`src/rtl/loader_pkg.sv`:
```
// Shared definitions for the instruction-memory boot loader.
package loader_pkg;

  typedef enum logic [2:0] {
    StIdle,
    StLenHi,
    StLenLo,
    StData,
    StCheck,
    StDone,
    StError
  } state_e;

  localparam int unsigned WordBytes = 4;

  // States in which the loader takes bytes from the stream.
  function automatic logic is_rx_state(state_e s);
    return s inside {StLenHi, StLenLo, StData, StCheck};
  endfunction

endpackage

```
`src/rtl/imem_loader_if.sv`:
```
// Byte-stream input and instruction-memory write port of the boot loader.
interface imem_loader_if;
  logic        byte_valid;
  logic [7:0]  byte_data;
  logic        byte_ready;
  logic        wr_en;
  logic [31:0] wr_addr;
  logic [31:0] wr_data;

  modport master (
    output byte_valid, byte_data,
    input  byte_ready, wr_en, wr_addr, wr_data
  );

  modport slave (
    input  byte_valid, byte_data,
    output byte_ready, wr_en, wr_addr, wr_data
  );
endinterface

```
`src/rtl/byte_to_word.sv`:
```
// Packs four stream bytes, MSB first, into a 32-bit word with a one-cycle valid pulse.
module byte_to_word
  import loader_pkg::*;
(
  input  logic        clk,
  input  logic        reset,
  input  logic        clear,
  input  logic        in_valid,
  input  logic [7:0]  in_data,
  output logic        last_byte,
  output logic        word_valid,
  output logic [31:0] word
);

  logic [1:0]  cnt_q;
  logic [23:0] shift_q;

  assign last_byte = in_valid && (cnt_q == 2'(WordBytes - 1));

  always_ff @(posedge clk or posedge reset) begin
    if (reset) begin
      cnt_q      <= '0;
      shift_q    <= '0;
      word_valid <= 1'b0;
      word       <= '0;
    end else begin
      word_valid <= last_byte;
      if (clear) begin
        cnt_q <= '0;
      end else if (in_valid) begin
        cnt_q   <= cnt_q + 2'd1;
        shift_q <= {shift_q[15:0], in_data};
        if (last_byte) begin
          word <= {shift_q, in_data};
        end
      end
    end
  end

endmodule

```
`src/rtl/imem_loader.sv`:
```
// Boot-time loader: parses a length/data/checksum byte frame and writes words to instruction memory.
module imem_loader
  import loader_pkg::*;
#(
  parameter logic [31:0] BASE_ADDR = 32'h0000_0000,
  parameter int unsigned MAX_WORDS = 256
) (
  input  logic          clk,
  input  logic          reset,
  input  logic          start,
  imem_loader_if.slave  bus,
  output logic          cpu_hold,
  output logic          done,
  output logic          error
);

  localparam int unsigned IdxW = $clog2(MAX_WORDS) + 1;

  state_e          state_q, state_d;
  logic [7:0]      len_hi_q;
  logic [15:0]     len_q;
  logic [7:0]      xor_q;
  logic [IdxW-1:0] idx_q;
  logic [31:0]     wr_addr_q;
  logic            byte_ready_q;

  logic        xfer;
  logic        load_start;
  logic        data_byte;
  logic        last_byte;
  logic        last_word;
  logic [15:0] len_in;

  assign xfer       = bus.byte_valid && byte_ready_q;
  assign load_start = start && (state_q inside {StIdle, StDone, StError});
  assign data_byte  = xfer && (state_q == StData);
  assign len_in     = {len_hi_q, bus.byte_data};
  assign last_word  = (32'(idx_q) + 32'd1) == 32'(len_q);

  assign bus.byte_ready = byte_ready_q;
  assign bus.wr_addr    = wr_addr_q;

  byte_to_word u_byte_to_word (
    .clk        (clk),
    .reset      (reset),
    .clear      (load_start),
    .in_valid   (data_byte),
    .in_data    (bus.byte_data),
    .last_byte  (last_byte),
    .word_valid (bus.wr_en),
    .word       (bus.wr_data)
  );

  always_comb begin
    state_d = state_q;
    unique case (state_q)
      StIdle, StDone, StError: if (start) state_d = StLenHi;
      StLenHi: if (xfer) state_d = StLenLo;
      StLenLo: begin
        if (xfer) begin
          if (32'(len_in) > MAX_WORDS) state_d = StError;
          else if (len_in == 16'd0)    state_d = StCheck;
          else                         state_d = StData;
        end
      end
      StData:  if (last_byte && last_word) state_d = StCheck;
      StCheck: if (xfer) state_d = (bus.byte_data == xor_q) ? StDone : StError;
      default: state_d = StIdle;
    endcase
  end

  // Outputs are decoded from the next state so they change together with state_q.
  always_ff @(posedge clk or posedge reset) begin
    if (reset) begin
      state_q      <= StIdle;
      byte_ready_q <= 1'b0;
      cpu_hold     <= 1'b0;
      done         <= 1'b0;
      error        <= 1'b0;
      len_hi_q     <= '0;
      len_q        <= '0;
      xor_q        <= '0;
      idx_q        <= '0;
      wr_addr_q    <= BASE_ADDR;
    end else begin
      state_q      <= state_d;
      byte_ready_q <= is_rx_state(state_d);
      cpu_hold     <= !(state_d inside {StIdle, StDone});
      done         <= (state_d == StDone);
      error        <= (state_d == StError);

      if (load_start) begin
        xor_q <= '0;
        idx_q <= '0;
      end else begin
        if (xfer && (state_q != StCheck)) xor_q <= xor_q ^ bus.byte_data;
        if (last_byte) begin
          wr_addr_q <= BASE_ADDR + (32'(idx_q) << 2);
          idx_q     <= idx_q + 1'b1;
        end
      end

      if (xfer && (state_q == StLenHi)) len_hi_q <= bus.byte_data;
      if (xfer && (state_q == StLenLo)) len_q <= len_in;
    end
  end

endmodule

```
`src/flat_wrapper.sv`:
```
// flat-port wrapper written by rule: the top's interface ports become plain ports
module imem_loader_flat import loader_pkg::*;
#(
  parameter logic [31:0] BASE_ADDR = 32'h0000_0000,
  parameter int unsigned MAX_WORDS = 256
)
  (clk, reset, start, cpu_hold, done, error, bus_byte_valid, bus_byte_data, bus_byte_ready, bus_wr_en, bus_wr_addr, bus_wr_data);
  imem_loader_if bus_i ();
  input  logic clk;
  input  logic reset;
  input  logic start;
  output logic cpu_hold;
  output logic done;
  output logic error;
  input wire logic [$bits(bus_i.byte_valid)-1:0] bus_byte_valid;
  input wire logic [$bits(bus_i.byte_data)-1:0] bus_byte_data;
  output wire logic [$bits(bus_i.byte_ready)-1:0] bus_byte_ready;
  output wire logic [$bits(bus_i.wr_en)-1:0] bus_wr_en;
  output wire logic [$bits(bus_i.wr_addr)-1:0] bus_wr_addr;
  output wire logic [$bits(bus_i.wr_data)-1:0] bus_wr_data;
  assign bus_i.byte_valid = bus_byte_valid;
  assign bus_i.byte_data = bus_byte_data;
  assign bus_byte_ready = bus_i.byte_ready;
  assign bus_wr_en = bus_i.wr_en;
  assign bus_wr_addr = bus_i.wr_addr;
  assign bus_wr_data = bus_i.wr_data;
  imem_loader #(.BASE_ADDR(BASE_ADDR), .MAX_WORDS(MAX_WORDS)) u_core (.clk(clk), .reset(reset), .start(start), .bus(bus_i), .cpu_hold(cpu_hold), .done(done), .error(error));
endmodule
```
`config.mk`:
```
export PLATFORM = sky130hd
export DESIGN_NAME = imem_loader_flat
export DESIGN_NICKNAME = d
export VERILOG_FILES = /design/src/rtl/loader_pkg.sv /design/src/rtl/imem_loader_if.sv /design/src/rtl/byte_to_word.sv /design/src/rtl/imem_loader.sv /design/src/flat_wrapper.sv
export SDC_FILE = /design/constraint.sdc
export NUM_CORES = 1
export LEC_CHECK = 0
export BUFFER_PORTS_ARGS = -buffer_cell sky130_fd_sc_hd__buf_4
export CAP_MARGIN = 20
export CELL_PAD_IN_SITES_DETAIL_PLACEMENT = 1
export CELL_PAD_IN_SITES_GLOBAL_PLACEMENT = 1
export CORE_ASPECT_RATIO = 1.1
export CORE_UTILIZATION = 47
export CTS_BUF_LIST = sky130_fd_sc_hd__clkbuf_4
export DETAILED_ROUTE_END_ITERATION = 16
export PLACE_DENSITY_LB_ADDON = 0.08
export SLEW_MARGIN = 20
export SYNTH_ARGS = -nofsm -noshare
export SYNTH_HDL_FRONTEND = slang
export SYNTH_HIERARCHICAL = 1
export SYNTH_SLANG_ARGS = --single-unit
```
`constraint.sdc`:
```
create_clock -name clk -period 3.25 [get_ports clk]
set_clock_uncertainty 0.2 [all_clocks]
set_input_delay 0.325 -clock clk [delete_from_list [all_inputs] [get_ports clk]]
set_output_delay 0.325 -clock clk [all_outputs]
set_load 0.005 [all_outputs]
```
==> metrics.md, run 1 <==
| Metric | Value |
|---|---|
| Status | completed |
| Mapped Cells | 447 |
| Final min period | 2.788 ns |
| Drt drc | 0 |
| Async set or reset register ratio after synthesis | 100.0% |
| ANT nets after route | 0 |
| Worst Path Max Fanout | 9 |
| # diodes | 0 |
| Post-Synth XOR/XNOR Area | 6.327% |
| Internal power | 2.984 mW |
| Vias in the first global route | 3756 |
| Num CTS Buffers | 17 |
| Reg clk slew, reported paths | 0.10 ns |
| Initial antenna violation count | 0 |
| Hold Worst Slack | 0.1276 ns |
| Fraction of layout cells with a size suffix above 1 | 33.33% |
| First-pass GRT wire length | 19.53 mm |
| Hpwl dp | 8.064 mm |
| Worst hold path type | input port to flop |
| Via count | 3438 |
| Setup crit end kind | flop |
| Initial Util | 48.85% |
| Clock root buffer | clkbuf_4 |
| First-pass detailed-route iteration total | 4 |
| Max-Cap Viols | 0 |
| Register area | 2903 um2 |
| PD cells | 700.4 nW/um2 |
| Final setup viols | 0 |
| Die Y-Extent | 114.2 um |
| #FFs+latches synth | 116 |
| CTS tree | done |
| DRT iter0 DRCs | 132 |
| Congestion Overflow GR | 0 |
| Max-slew headroom | 38.68% |
| P_sw | 1.376 mW |
| CORE AREA | 11010 um2 |
| Area of the multi-input gates | 2200 um2 |
| Largest family of logic cells by synthesized area | multiplexers |
| Post-synth EDFFs | 0 |
| Worst slack at placement | 0.4703 ns |
| Syn_area_per_cell | 12.03 um2 |
| All-Layer GR Usage | 21.31% |
| Worst skew pair latency | 0.51 ns |
| Row Count | 40 |
| Final Cycle Share | 85.77% |
| Crit path setup slack, layout | 0.4625 ns |
| CTS max path bufs | 2 |
| Achievable Freq | 358.7 MHz |
| Least-Margin Pin Slew | 0.9185 ns |
| RSZ-0062 raised after global routing | false |
| Detailed Route WL | 11.40 mm |
| Primary FF master, synth | dfrtp_1 |
| Static Leakage | 3.075 nW |
| Clk sinks | 116 |
| Most frequent cells in the layout | 116 x dfrtp_1, 66 x buf_4, 61 x nand2_1, 53 x mux2_2, 30 x nor2_1 |
| Flop pwr share | 47.8% |
| IR drop worst, VDD | 310.0 uV |
| Logic pwr share | 26.0% |
| Final Max Tran Viols | 0 |
| Area growth, synth to finish | 15.72% |
| Die Area | 11880 um2 |
| Filler cells | 1190 |
| # hold bufs at CTS | 9 |
| Post-DR wirelength/cell | 16.74 um |
| Commonest non-fill, non-tap cell in the layout | dfrtp_1 |
| Final layout net count | 535 |
| Final hold viol count | 0 |
| Compound-Gate Fraction of Synth Area | 2.442% |
| Post-synth cell types | 47 |
| DIE WIDTH | 104 um |
| # H-tree levels | 4 |
| Routability cong. | 0.8012 |
| Post-synthesis adder-cell area fraction | 0.6513% |
| Post-synthesis sequential area ratio | 53.97% |
| IO Port Bufs | 57 |
| Post-synthesis mux area share | 17.42% |
| Pin count of the biggest net entering global routing | 46 |
| Critical Path Start Type | flop |
| Synth Area in Simple Gates | 12.44% |
| Post-CTS Setup Inserts | 0 |
| Vias per cell | 5.048 |
| Worst EP required | 3.47 ns |
| Critical path arrival | 3.01 ns |
| Final setup TNS | 0 ns |
| Mapped Area | 5379 um2 |
| Setup CP Type | flop to flop |
| Post-CTS Resized | 0 |
| Ports | 81 |
| Yosys warnings | 6 |
| Switch share | 31.55% |
| Clk pwr share | 26.2% |
cells in the mapped netlist (5+ instances only):
library cell	number	area share (%)
nor2_1	30	2.1
dfrtp_1	116	54
inv_1	7	0.49
buf_2	6	0.56
xnor2_1	22	3.6
xor2_1	15	2.4
nor4_1	7	0.81
mux2_4	20	5.6
nand3_1	9	0.84
buf_4	25	3.5
nand4_1	6	0.70
nand2_1	61	4.3
clkbuf_1	5	0.35
o21ai_0	10	0.93
buf_6	5	1.0
mux2_2	53	11
routing by layer:
layer	vias up	GRT usage, %	share of wire (%)
met4	0	7.810	1.3
li1	1618	-	-
met1	1763	26.87	44
met5	-	0	0
met2	44	36.53	52
met3	13	4.326	2.3
sequential cells by signal, indices dropped and copies added, names as in the netlist:
signal and cells:
u_core/xor_q 8, u_core/cpu_hold 1, u_core/u_byte_to_word/word 32, u_core/u_byte_to_word/cnt_q 2
u_core/u_byte_to_word/shift_q 24, u_core/bus.byte_ready 1, u_core/len_q 16, u_core/bus.wr_addr 9
u_core/state_q 3, u_core/error 1, u_core/done 1, u_core/idx_q 9
u_core/u_byte_to_word/word_valid 1, u_core/len_hi_q 8
logic make-up (layout without fill, tap and decap cells):
kind of cell,count (synthesis),in the layout
adder cells (fa/ha/maj),3,3
other,1,23
XOR/XNOR,38,38
AO/OA/AOI/OAI,22,22
multiplexers,77,77
AND/OR/NAND/NOR,140,140
buffers and inverters,50,115
flip-flops,116,116
power by group through the flow:
stage | registers, mW | clock network (mW) | logic, mW
2_1_floorplan | 1.99 | 0 | 0.932
3_3_place_gp | 2.08 | 0 | 1.09
3_5_place_dp | 2.11 | 0 | 1.13
4_1_cts | 2.09 | 1.17 | 1.15
5_1_grt | 2.14 | 1.23 | 1.27
6_report | 2.08 | 1.14 | 1.13
worst paths after layout:
path	cells after the start	slack, ns	endpoint	from
max reg2reg	8	0.46	u_core/error$_DFF_PP0_	u_core/state_q[2]$_DFF_PP0_
min in group asynchronous	3	0.38	u_core/bus.wr_addr[6]$_DFFE_PP0P_	reset
min	4	0.13	u_core/xor_q[3]$_DFFE_PP0P_	start
max	8	0.46	u_core/error$_DFF_PP0_	u_core/state_q[2]$_DFF_PP0_
max in group asynchronous	4	1.68	u_core/u_byte_to_word/word[15]$_DFFE_PP0P_	reset
min reg2reg	2	0.30	u_core/len_q[11]$_DFFE_PP0P_	u_core/len_q[11]$_DFFE_PP0P_
area by class of cell:
type / instances / share of cell area [%]
timing repair buffer: 76 / 9.729
clock inverter: 13 / 2.633
clock buffer: 19 / 2.291
inverter: 7 / 0.4221
tap: 147 / 2.955
sequential: 116 / 46.63
multi-input combinational: 303 / 35.34
per-stage QoR:
step | cell area (um2) | cells | util, % | power, mW
final | 6225 | 681 | 56.53 | 4.360
after global routing | 6225 | 681 | 56.53 | 4.640
after CTS | 6225 | 681 | 56.53 | 4.411
after detailed placement | 5828 | 640 | 52.93 | 3.247
after global placement | 5828 | 640 | 52.93 | 3.169
after floorplan | 5461 | 469 | - | 2.920
worst max-delay path: stages (launching register included):
cell	delay (ns)
dfrtp_1	0.48
nand3b_1	0.29
nor2_1	0.17
and2_2	0.27
nand3_1	0.11
nor4_2	0.19
or3b_1	0.37
or4_1	0.47
a21oi_1	0.15
No activity file was read; power rests on OpenSTA's default activity.
==> run 2, diff against run 1 <==
--- a/config.mk
+++ b/config.mk
@@ -10,7 +10,7 @@
 export CELL_PAD_IN_SITES_DETAIL_PLACEMENT = 1
 export CELL_PAD_IN_SITES_GLOBAL_PLACEMENT = 1
 export CORE_ASPECT_RATIO = 1.1
-export CORE_UTILIZATION = 47
+export CORE_UTILIZATION = 43
 export CTS_BUF_LIST = sky130_fd_sc_hd__clkbuf_4
 export DETAILED_ROUTE_END_ITERATION = 16
 export PLACE_DENSITY_LB_ADDON = 0.08
==> constraint.sdc (replaced) <==
create_clock -name clk -period 2.25 [get_ports clk]
set_clock_uncertainty 0.2 [all_clocks]
set_input_delay 0.225 -clock clk [delete_from_list [all_inputs] [get_ports clk]]
set_output_delay 0.225 -clock clk [all_outputs]
set_load 0.005 [all_outputs]
==> run 2 against run 1 <==
The run now ends with setup timing left. Die area grew 9.1%. Clock power grew 26%. Register-to-register slack lost 0.53 ns. Combinational power grew 76%. Critical endpoint unchanged. Via count grew 5.2%. Cell area grew 6.4%. Critical path type unchanged. Sequential cell count is the same. Worst setup slack lost 0.53 ns. Highest routed layer unchanged. Sequential share of layout area shrank 2.8 points. Power grew 47%.
==> metrics.md, run 2 (synthesized netlist as in run 1, its figures left out) <==
| Metric | Value |
|---|---|
| All-Layer GR Usage | 20.88% |
| Crit path setup slack, layout | -0.06811 ns |
| Least-Margin Pin Slew | 0.5362 ns |
| Most frequent cells in the layout | 115 x dfrtp_1, 95 x buf_4, 61 x nand2_1, 53 x mux2_2, 29 x nor2_1 |
| Internal power | 4.264 mW |
| Hpwl dp | 8.508 mm |
| Num CTS Buffers | 17 |
| Flop pwr share | 46.4% |
| Critical-path cell list | nor4_2 -> buf_4 -> nand3_4 -> nor4_4 -> or3b_1 -> or4_4 -> a21oi_2 |
| Reg clk slew, reported paths | 0.11 ns |
| First-pass GRT wire length | 20.45 mm |
| Max incr delay on CP | 0.42 ns |
| Max-slew headroom | 64.12% |
| Final Max Tran Viols | 0 |
| Final hold viol count | 0 |
| Clk pwr share | 22.5% |
| Via count | 3618 |
| DIE WIDTH | 108.6 um |
| RSZ-0062 raised after global routing | true |
| Final layout net count | 569 |
| Static Leakage | 3.274 nW |
| PD cells | 965.4 nW/um2 |
| Achievable Freq | 431.4 MHz |
| Routability cong. | 0.7979 |
| Vias in the first global route | 3887 |
| Initial antenna violation count | 0 |
| Largest Register | u_core/u_byte_to_word/word |
| P_sw | 2.129 mW |
| Vias per cell | 5.025 |
| Regs by FF count | u_core/u_byte_to_word/word: 32 flops, u_core/u_byte_to_word/shift_q: 24 flops, u_core/len_q: 16 flops |
| Fraction of layout cells with a size suffix above 1 | 40.46% |
| Ports | 81 |
| Layout Cells excl Fill | 720 |
| CORE AREA | 12140 um2 |
| Design Area, Final | 6623 um2 |
| Worst hold path type | input port to async pin |
| Row Count | 42 |
| Clock root buffer | clkbuf_4 |
| # diodes | 0 |
| Worst skew pair latency | 0.50 ns |
| Area growth, synth to finish | 23.12% |
| Critical path arrival | 2.54 ns |
| Max reg flops | 32 |
| Final Cycle Share | 103.0% |
| Dpl cells | 680 |
| Critical Path Start Type | flop |
| Max-Cap Viols | 0 |
| ANT nets after route | 0 |
| Die Y-Extent | 119.3 um |
| Commonest non-fill, non-tap cell in the layout | dfrtp_1 |
| Logic pwr share | 31.2% |
| Setup CP Type | flop to flop |
| Placement Cell Area | 6155 um2 |
| Switch share | 33.31% |
| Initial Util | 44.31% |
| CTS tree | done |
| Final setup viols | 1 |
| Setup crit end kind | flop |
| Worst Path Max Fanout | 2 |
| First-pass detailed-route iteration total | 4 |
| Post-DR wirelength/cell | 16.97 um |
| Detailed Route WL | 12.22 mm |
| Crit path max-delay family | simple AND/OR/NAND/NOR gates |
| Status | finished with violations |
| Worst EP required | 2.47 ns |
| Final min period | 2.318 ns |
| Die Area | 12960 um2 |
| Failing checks | setup timing |
| Clk sinks | 116 |
| WP buf/inv | 1 |
| CTS max path bufs | 2 |
| DRT iter0 DRCs | 101 |
| # H-tree levels | 4 |
| Congestion Overflow GR | 0 |
| Pin count of the biggest net entering global routing | 58 |
| IO Port Bufs | 57 |
| Drt drc | 0 |
| Final setup TNS | -0.06811 ns |
| Total power | 6.393 mW |
| CP max stage cell | dfrtp_1 |
| IR drop worst, VDD | 351.0 uV |
run 2: cell types whose count changed in the layout (fill, tap and decap cells not counted), moves of 2 or more:
cell        before  now
buf_4           66   95
buf_12           1    5
nor4_1           7    3
clkinvlp_4       0    3
nor4_2           2    5
bufinv_16        4    2
clkinv_1         4    2
run 2: metal layers:
| layer | track usage (%) | share of wire, % |
|---|---|---|
| met5 | 0 | 0 |
| met3 | 4.324 | 3.0 |
| met1 | 25.85 | 43 |
| met2 | 36.23 | 53 |
| met4 | 6.081 | 1.2 |
run 2: stage by stage:
| stage | utilization, % | setup WS, ns | hold WS [ns] |
|---|---|---|---|
| floorplan | - | -0.3458 | 0.1304 |
| global placement | 50.70 | -0.04054 | 0.04251 |
| finish | 54.56 | -0.06811 | 0.09409 |
| CTS | 54.03 | -0.08799 | 0.04590 |
| global route | 54.56 | -0.1678 | 0.08845 |
| detailed placement | 50.70 | -0.1231 | 0.05952 |
run 2: area by class of cell:
cell class / count / area (um2)
Fill cell: 1288 / 5517
Timing Repair Buffer: 110 / 914.6
Multi-Input combinational cell: 303 / 2328
Tap cell: 154 / 192.7
Clock buffer: 19 / 142.6
Clock inverter: 11 / 113.9
Inverter: 7 / 26.28
Sequential cell: 116 / 2904
run 2: path summary, 6_finish.rpt:
check,slack (ns),depth (start not counted),from,to
min in group clk,0.13,6,start,u_core/state_q[0]$_DFF_PP0_
max in group asynchronous,1.20,4,reset,u_core/u_byte_to_word/cnt_q[0]$_DFFE_PP0P_
worst min-delay path,0.09,3,reset,u_core/u_byte_to_word/word[28]$_DFFE_PP0P_
worst max register to register,-0.07,7,u_core/len_q[15]$_DFFE_PP0P_,u_core/error$_DFF_PP0_
worst max-delay path,-0.07,7,u_core/len_q[15]$_DFFE_PP0P_,u_core/error$_DFF_PP0_
worst min register to register,0.29,2,u_core/len_q[14]$_DFFE_PP0P_,u_core/len_q[14]$_DFFE_PP0P_
run 2: power by group through the flow:
stage                     Clock (mW)  Sequential [mW]  Combinational, mW
after CTS                       1.49             2.97               1.93
after floorplan                    0             2.87               1.41
final                           1.44             2.96               1.99
after global routing            1.60             3.02               2.21
after global placement             0             2.96               1.79
after detailed placement           0             3.00               1.86
run 2: timing repair:
| item | 4_1_cts | 5_1_grt |
|---|---|---|
| cloned | 0 | 0 |
| pin swaps | 2 | 5 |
| endpoints found under the setup margin | 2 | 26 |
| resized for setup | 6 | 15 |
| hold buffers | 9 | 0 |
| setup buffers | 1 | 1 |
| endpoints found under the hold margin | 148 | 0 |
run 2: tightest hold or removal path, delay by kind of cell:
kind,cells,cell delay (ns)
buffers and inverters,3,1.01
==> run 3, diff against run 2 <==
--- a/config.mk
+++ b/config.mk
@@ -10,12 +10,11 @@
 export CELL_PAD_IN_SITES_DETAIL_PLACEMENT = 1
 export CELL_PAD_IN_SITES_GLOBAL_PLACEMENT = 1
 export CORE_ASPECT_RATIO = 1.1
-export CORE_UTILIZATION = 43
+export CORE_UTILIZATION = 41
 export CTS_BUF_LIST = sky130_fd_sc_hd__clkbuf_4
 export DETAILED_ROUTE_END_ITERATION = 16
 export PLACE_DENSITY_LB_ADDON = 0.08
 export SLEW_MARGIN = 20
 export SYNTH_ARGS = -nofsm -noshare
 export SYNTH_HDL_FRONTEND = slang
-export SYNTH_HIERARCHICAL = 1
 export SYNTH_SLANG_ARGS = --single-unit
==> run 3 against run 2 <==
The run still ends with setup timing left. Register-to-register slack better by 0.05 ns. Die area up 3.5%. Synthesized cell count is 26% higher. Critical path depth is 1 lower. First-iteration DRC count up 84%. Largest cell class unchanged. Utilization decreased by 2.7 points. Sequential share of layout area up 0.44 points. Power rose by 3.2%. Critical path type unchanged. Worst setup slack gained 0.050 ns. Fmax rose by 2.2%. Worst hold slack gained 0.083 ns.
==> metrics.md, run 3 <==
| Metric | Value |
|---|---|
| Via count | 4169 |
| Initial Util | 42.00% |
| Die Y-Extent | 121.4 um |
| Worst EP required | 2.51 ns |
| Critical R2R Launch | u_core.idx_q[1]$_DFFE_PP0P_ |
| Primary FF master, synth | dfrtp_1 |
| # H-tree levels | 4 |
| Num CTS Buffers | 17 |
| Pin count of the biggest net entering global routing | 117 |
| Routability cong. | 0.8845 |
| Critical path arrival | 2.53 ns |
| CORE AREA | 12640 um2 |
| All-Layer GR Usage | 21.78% |
| Initial antenna violation count | 1 |
| Max incr delay on CP | 0.54 ns |
| #FFs+latches synth | 116 |
| Clock root buffer | clkbuf_4 |
| Final setup TNS | -0.01825 ns |
| Congestion Overflow GR | 0 |
| Layout Cells excl Fill | 834 |
| Setup CP Type | flop to flop |
| Static Leakage | 3.350 nW |
| CP max stage cell | or4b_4 |
| PD cells | 1006 nW/um2 |
| First-pass GRT wire length | 22.30 mm |
| Filler cells | 1483 |
| Clk sinks | 116 |
| Setup crit end kind | flop |
| Worst skew pair latency | 0.56 ns |
| Detailed Route WL | 13.65 mm |
| Ports | 81 |
| Setup slack, reg-to-reg | -0.02 ns |
| Achievable Freq | 440.9 MHz |
| Row Count | 43 |
| Syn_area_per_cell | 9.449 um2 |
| Worst slack at placement | -0.1832 ns |
| Design Area, Final | 6558 um2 |
| Final min period | 2.268 ns |
| Synth area leaders | dfrtp_1 55%, nand2_1 16%, mux2_2 5.1% |
| Mapped Cells | 562 |
| Critical Path Start Type | flop |
| Crit path setup slack, layout | -0.01825 ns |
| Final Cycle Share | 100.8% |
| Worst hold path type | input port to async pin |
| Max-slew headroom | 49.62% |
| Fraction of layout cells with a size suffix above 1 | 24.41% |
| IO Port Bufs | 57 |
| Critical-path cell list | nand3_4 -> o21a_1 -> or4b_4 -> a2111oi_4 -> a21oi_4 -> a311oi_2 |
| Post-synth top area share | 54.67% |
| Post-synth EDFFs | 0 |
| Worst Path Max Fanout | 5 |
| Register area | 2904 um2 |
| Status | finished with violations |
| Least-Margin Pin Slew | 0.7489 ns |
| Hpwl dp | 8.884 mm |
| Commonest non-fill, non-tap cell in the layout | nand2_1 |
| CTS tree | done |
| Die Area | 13410 um2 |
| Largest Register | u_core.u_byte_to_word.word |
| Yosys warnings | 0 |
| Area of the multi-input gates | 2282 um2 |
| Max reg flops | 32 |
| Max-Cap Viols | 0 |
| Hold Worst Slack | 0.1776 ns |
| Post-DR wirelength/cell | 16.37 um |
| R2R cell count | 6 |
| Final setup viols | 1 |
| Most common library cells after synthesis | 223 x nand2_1, 116 x dfrtp_1, 26 x nor2_1, 24 x mux2_2, 23 x buf_4 |
| Failing checks | setup timing |
| Final Max Tran Viols | 0 |
| ANT nets after route | 0 |
| IR drop worst, VDD | 482.4 uV |
| Regs by FF count | u_core.u_byte_to_word.word: 32 flops, u_core.u_byte_to_word.shift_q: 24 flops, u_core.len_q: 16 flops |
| Drt drc | 0 |
| Dpl cells | 787 |
| CTS max path bufs | 2 |
| Post-synth cell types | 51 |
| First-pass detailed-route iteration total | 4 |
| Mapped Area | 5310 um2 |
| DRT iter0 DRCs | 186 |
| Synth area leader | dfrtp_1 |
| RR Endpoint | u_core.done$_DFF_PP0_ |
| Area growth, synth to finish | 23.49% |
| Placement Cell Area | 6052 um2 |
| RSZ-0062 raised after global routing | true |
| Async set or reset register ratio after synthesis | 100.0% |
| Reg clk slew, reported paths | 0.10 ns |
| Vias in the first global route | 4373 |
| Post-synthesis sequential area ratio | 54.67% |
| Most frequent cell after synthesis | nand2_1 |
| DIE WIDTH | 110.5 um |
| Final hold viol count | 0 |
| Final layout net count | 677 |
| Most frequent cells in the layout | 222 x nand2_1, 115 x dfrtp_1, 88 x buf_4, 25 x nor2_1, 24 x mux2_2 |
| Vias per cell | 4.999 |
-- run 3: cell count changes after synthesis, sizes merged, moves of 9 or more --
cell | previous run | this run
o21ai | 10 | 20
clkbuf | 5 | 14
buf | 38 | 29
nand2 | 61 | 223
mux2 | 73 | 24
xnor2 | 23 | 10
-- run 3: worst max-delay path by stage --
stage / end / startpoint
floorplan: u_core.done$_DFF_PP0_ / u_core.idx_q[2]$_DFFE_PP0P_
finish: u_core.done$_DFF_PP0_ / u_core.idx_q[1]$_DFFE_PP0P_
global placement: u_core.cpu_hold$_DFF_PP0_ / bus_byte_data[7]
CTS: u_core.done$_DFF_PP0_ / u_core.idx_q[1]$_DFFE_PP0P_
detailed placement: u_core.cpu_hold$_DFF_PP0_ / bus_byte_data[7]
global route: u_core.done$_DFF_PP0_ / u_core.idx_q[1]$_DFFE_PP0P_
-- run 3: through the flow --
| stage | power (mW) | utilization [%] |
|---|---|---|
| floorplan | 4.263 | - |
| global placement | 4.770 | 47.87 |
| detailed placement | 4.885 | 47.87 |
| CTS | 6.652 | 51.56 |
| global route | 6.999 | 51.87 |
| finish | 6.597 | 51.87 |
-- run 3: layout make-up --
type,count,share of cell area [%]
diodes,1,0.03816
clock buffers,17,1.946
clock inverters,15,2.881
inverters,5,0.3434
multi-input cells,420,34.80
flip-flops and latches,116,44.29
well taps,157,2.996
repair buffers,103,12.71
-- run 3: cells by family after synthesis --
group,count (synthesis),share of synthesized area [%]
flip-flops,116,54.67
XOR/XNOR,28,4.618
adder cells (fa/ha/maj),2,0.4712
buffers and inverters,48,5.089
AND/OR/NAND/NOR,294,23.40
AO/OA/AOI/OAI,45,5.844
multiplexers,28,5.844
other,1,0.07062
-- run 3: timing repair --
action | CTS | global route
endpoints found under the hold margin | 158 | 0
pin swaps | 1 | 2
hold buffers | 11 | 0
setup buffers | 3 | 0
resized for setup | 4 | 9
setup endpoints to repair | 5 | 14
-- run 3: where the power goes --
| group | switching [mW] | internal [mW] | leakage [nW] |
|---|---|---|---|
| Sequential | 0.450 | 2.62 | 1.54 |
| Clock | 0.826 | 0.866 | 0.154 |
| Combinational | 0.945 | 0.890 | 1.66 |
-- run 3: worst max-delay path: cells and delay by family, from the launching register on --
| kind | cells | cell delay (ns) |
|---|---|---|
| compound gates | 4 | 0.91 |
| simple gates | 2 | 0.64 |
| flops | 1 | 0.44 |
-- run 3: routing by layer --
layer / share of wire [%] / wire, um / track usage, % / vias up
li1: - / - / - / 2005
met1: 43 / 5906 / 26.05 / 2067
met2: 51 / 6994 / 37.73 / 73
met3: 3.2 / 431 / 4.595 / 24
met4: 2.4 / 322 / 9.917 / 0
met5: 0 / 0 / 0 / -
